--- config.mk ---
export PLATFORM = sky130hd
export DESIGN_NAME = srt4_seq_ctrl
export DESIGN_NICKNAME = d
export VERILOG_FILES = /design/src/rtl/srt4_seq_ctrl.sv
export SDC_FILE = /design/constraint.sdc
export NUM_CORES = 1
export LEC_CHECK = 0
export CORE_MARGIN = 2
export CORE_UTILIZATION = 30
export CTS_CLUSTER_DIAMETER = 100
export DETAILED_ROUTE_END_ITERATION = 7
export PLACE_DENSITY_LB_ADDON = 0.25
export REMOVE_ABC_BUFFERS = 1
export SLEW_MARGIN = 20
export SYNTH_ARGS = -nofsm -noshare
export SYNTH_HDL_FRONTEND = slang
export SYNTH_SLANG_ARGS = --single-unit
--- constraint.sdc ---
create_clock -name clk -period 2.15 [get_ports clk]
set_clock_uncertainty 0.15 [all_clocks]
set_input_delay 0.215 -clock clk [delete_from_list [all_inputs] [get_ports clk]]
set_output_delay 0.215 -clock clk [all_outputs]
set_load 0.1 [all_outputs]
--- src/rtl/srt4_seq_ctrl.sv ---
// Sequencer for the 8-bit radix-4 SRT divider: load, normalise, four digit iterations,
// correction, quotient formation, denormalisation and read-out.
module srt4_seq_ctrl #(
  parameter int unsigned W     = 8,
  parameter int unsigned ITER  = W / 2,
  parameter int unsigned NCTRL = 17
) (
  input  logic             clk,
  input  logic             rst_b,
  input  logic             beginSignal,
  input  logic             b7,
  input  logic [2:0]       msbp,
  output logic [NCTRL-1:0] control_signals,
  output logic             endSignal,
  output logic             div_by_zero,
  output logic             busy
);

  localparam int unsigned NW = $clog2(W);
  localparam int unsigned IW = $clog2(ITER);
  localparam logic [NW-1:0] NormMax = NW'(W - 1);
  localparam logic [IW-1:0] IterMax = IW'(ITER - 1);

  localparam int unsigned CClr   = 0;
  localparam int unsigned CLdA   = 1;
  localparam int unsigned CLdP   = 2;
  localparam int unsigned CLdB   = 3;
  localparam int unsigned CNorm  = 4;
  localparam int unsigned CShl2  = 5;
  localparam int unsigned CAddB  = 6;
  localparam int unsigned CSubB  = 7;
  localparam int unsigned CAdd2B = 8;
  localparam int unsigned CSub2B = 9;
  localparam int unsigned CQ0    = 10;
  localparam int unsigned CQ1    = 11;
  localparam int unsigned CCorr  = 12;
  localparam int unsigned CQuot  = 13;
  localparam int unsigned CShr   = 14;
  localparam int unsigned COutA  = 15;
  localparam int unsigned COutP  = 16;

  typedef enum logic [3:0] {
    StIdle, StInit, StLdp, StLda, StLdb, StNorm, StShift,
    StOp, StCorr, StQuot, StDenorm, StOutq, StOutr, StDone
  } state_e;

  state_e           state_q, state_d;
  logic [NW-1:0]    norm_q, norm_d;
  logic [IW-1:0]    iter_q, iter_d;
  logic [NCTRL-1:0] ctrl;
  logic             end_c, dz_c;

  always_comb begin
    state_d = state_q;
    norm_d  = norm_q;
    iter_d  = iter_q;
    ctrl    = '0;
    end_c   = 1'b0;
    dz_c    = 1'b0;
    unique case (state_q)
      StIdle: if (beginSignal) state_d = StInit;
      StInit: begin
        ctrl[CClr] = 1'b1;
        norm_d     = '0;
        iter_d     = '0;
        state_d    = StLdp;
      end
      StLdp: begin ctrl[CLdP] = 1'b1; state_d = StLda; end
      StLda: begin ctrl[CLdA] = 1'b1; state_d = StLdb; end
      StLdb: begin ctrl[CLdB] = 1'b1; state_d = StNorm; end
      StNorm: begin
        if (b7) begin
          state_d = StShift;
        end else if (norm_q != NormMax) begin
          ctrl[CNorm] = 1'b1;
          norm_d      = norm_q + 1'b1;
        end else begin
          // Zero divisor: this cycle is the done cycle, so the pulse lands without a DONE visit.
          end_c   = 1'b1;
          dz_c    = 1'b1;
          state_d = StIdle;
        end
      end
      StShift: begin ctrl[CShl2] = 1'b1; state_d = StOp; end
      StOp: begin
        // Negative digits set A' bits; SHIFT routed digit writes to A'.
        case (msbp)
          3'b001:         begin ctrl[CSubB]  = 1'b1; ctrl[CQ0] = 1'b1; end
          3'b010, 3'b011: begin ctrl[CSub2B] = 1'b1; ctrl[CQ1] = 1'b1; end
          3'b110:         begin ctrl[CAddB]  = 1'b1; ctrl[CQ0] = 1'b1; end
          3'b100, 3'b101: begin ctrl[CAdd2B] = 1'b1; ctrl[CQ1] = 1'b1; end
          default:        ;
        endcase
        if (iter_q == IterMax) begin
          iter_d  = '0;
          state_d = StCorr;
        end else begin
          iter_d  = iter_q + 1'b1;
          state_d = StShift;
        end
      end
      StCorr: begin
        if (msbp[2]) ctrl[CCorr] = 1'b1;
        state_d = StQuot;
      end
      StQuot: begin ctrl[CQuot] = 1'b1; state_d = StDenorm; end
      StDenorm: begin
        if (norm_q != '0) begin
          ctrl[CShr] = 1'b1;
          norm_d     = norm_q - 1'b1;
        end else begin
          state_d = StOutq;
        end
      end
      StOutq: begin ctrl[COutA] = 1'b1; state_d = StOutr; end
      StOutr: begin ctrl[COutP] = 1'b1; state_d = StDone; end
      StDone: begin end_c = 1'b1; state_d = StIdle; end
      default: state_d = StIdle;
    endcase
  end

  // Outputs are forced low while reset is asserted so an abort never leaks a control pulse.
  assign control_signals = rst_b ? '0 : ctrl;
  assign endSignal       = end_c & ~rst_b;
  assign div_by_zero     = dz_c & ~rst_b;
  assign busy            = (state_q != StIdle) & ~rst_b;

  always_ff @(posedge clk) begin
    if (rst_b) begin
      state_q <= StIdle;
      norm_q  <= '0;
      iter_q  <= '0;
    end else begin
      state_q <= state_d;
      norm_q  <= norm_d;
      iter_q  <= iter_d;
    end
  end

endmodule

==> results.cfg <==
[drt]
drt_first_pass_iters = 4
wl_per_cell_um = 12.41
vias = 919
via_per_inst = 5.163
ant_nets = 0
drc = 0
drt-total-wl_mm = 2.209
drtIter0Drc = 18

[global_routing]
overflow = 0
first_global_vias = 779
track_usage_pct = 13.95
antenna_found_initial = 0
grt_max_degree = 19
grt_pass1_wl_mm = 3.581

[clock_tree]
clkLatencyLatePin_ns = 0.25
clkTransAtPathRegs_ns = 0.06
cts_sinks = 9
clockBufferDepth = 2
clockRootBuffer = clkbuf_4
numCtsBuffers = 3
cts_tree = done
cts_max_level = 1
cts_setup_buffers = 0
cts_hold_buf = 0

[synthesis]
synthCells = 110
synth_fa_ha_area_share_pct = 3.927
ys_warn_count = 0
ys_types = 40
synth_flop_cell = dfxtp_1
synth-seq-cells = 9
ys_seq_area_share_pct = 21.75
synth-xor-area-share_pct = 3.172
syn_area_per_cell_sq_um = 7.530
muxShareOfSynthArea_pct = 1.360
synthTopCellsByArea = dfxtp_1 (22%), nor4_1 (6.8%), nand2_1 (5.4%), nor2_1 (5.0%), nand2b_1 (4.5%)
synth_top_area_share_pct = 21.75
synth_compound_area_share_pct = 14.95
synth_simple_gate_area_share_pct = 46.22
synth_top_family_by_area = simple AND/OR/NAND/NOR gates
synth_edf_count = 0
synth_area_sq_um = 828.3
yosys.area.top_type = dfxtp_1
async_reset_ff_share_pct = 0

[placement]
numPlacedInstances = 174
port_buffers = 26
dpl.hpwl_mm = 1.763
placed_area_sq_um = 1401
gp_congestion = 0.8042

[floorplan]
coreArea_sq_um = 2686
die_w_um = 56.55
num_io_pins = 27
start_util_pct = 30.83
die_y_um = 56.55
dieArea_sq_um = 3197
row_count = 19

[timing]
fmax_mhz = 478.8
setup_viol = 0
setup_tns_ns = 0
period_minus_slack_ns = 2.088
relSlewSlack_pct = 75.16
rsz0062_at_grt = true
hold_viol_final = 0
final-max-slew-violation-count = 0
fin_hold_ws_ns = 0.3523
fin_crit_sh_pct = 97.14
worstMarginPinSlew_ns = 0.3697

[flow_run]
cap_violations = 0

[finish]
final_cell_mix = buf_12 (20), buf_4 (16), nand2_1 (12)
stdcell_area_sq_um = 1490
nNetsFinal = 157
n_antenna_cell = 0
syn_to_final_growth_pct = 79.91
final_common_cell = buf_12
stdcell_count = 178
register_area_sq_um = 182.7
nFillCells = 243
multi_input_area_sq_um = 629.4
drive_gt1_share_pct = 38.78

[setup_path]
critPathCaptureType = output port
critPathKind = reg2out
critPathRequiredTime_ns = 1.78
worstPathArrival_ns = 1.72
start_kind = flop
cp_max_fo = 17

[pwr]
peakVddDrop_uv = 328.3
p_leak_nw = 0.5427
power_density_nw_per_um2 = 393.4
power_mw = 0.5862

[min_path]
hp-class = reg2reg

[status]
status = completed
-- critical path: stages, from the launching register on --
cell,delay (ns)
dfxtp_1,0.36
buf_6,0.19
nand2b_1,0.11
or3_1,0.43
a21oi_2,0.18
buf_12,0.19
-- final timing paths --
path	cells past startpoint	start	endpoint	slack [ns]
hold reg to reg	2	iter_q[0]	iter_q[0]	0.35
setup reg to reg	7	state_q[2]	norm_q[2]	0.18
setup / recovery	5	state_q[0]	control_signals[10]	0.06
hold / removal	2	iter_q[0]	iter_q[0]	0.35
-- metrics by stage --
stage	utilization [%]	setup WS (ns)
after global routing	55.47	-0.03613
after detailed placement	52.17	0.1376
after floorplan	-	-2.817
final	55.47	0.06160
after CTS	53.47	-0.003419
after global placement	52.17	0.1316
-- synthesized netlist by cell type (2+ instances only) --
cell type,n
nand2_1,12
nor2_1,11
dfxtp_1,9
nor4_1,9
a21oi_1,7
clkbuf_1,7
nand2b_1,6
nor3_1,5
nand3b_1,3
nor2b_1,3
a22o_1,2
a22oi_1,2
a31oi_1,2
buf_6,2
nor4b_1,2
o21ai_1,2
or3_1,2
xor2_1,2
-- state kept, by name (all words and copies together) (netlist names) --
name     count
iter_q       2
norm_q       3
state_q      4
-- cell families after synthesis --
group                    Yosys count
adder cells (fa/ha/maj)            2
multiplexers                       1
AND/OR/NAND/NOR                   63
flip-flops                         9
AO/OA/AOI/OAI                     19
buffers and inverters             13
XOR/XNOR                           3
-- report_power, final --
| part | total, mW | switching (mW) | internal, mW | leakage, nW |
|---|---|---|---|---|
| logic | 0.277 | 0.161 | 0.116 | 0.454 |
| registers | 0.184 | 0.00821 | 0.176 | 0.0738 |
| clock network | 0.125 | 0.0541 | 0.0712 | 0.0150 |
-- layout make-up --
class	count	share of cell area (%)
well taps	31	2.603
clock buffers	4	1.763
repair buffers	44	40.47
multi-input cells	88	42.23
inverters	2	0.6717
flip-flops and latches	9	12.26
-- what timing repair did --
action	CTS	global route
endpoints found under the setup margin	2	9
pin swaps	0	1
resized for setup	2	12
-- routing by layer --
layer  global-route usage (%)  part of all wire, %  up-vias
li1                         -                    -      476
met1                    18.53                   48      428
met2                    22.59                   49       13
met3                    3.687                  3.0        2
met4                    3.061                 0.45        0
met5                        0                    0        -
No activity file was read; power rests on OpenSTA's default activity.
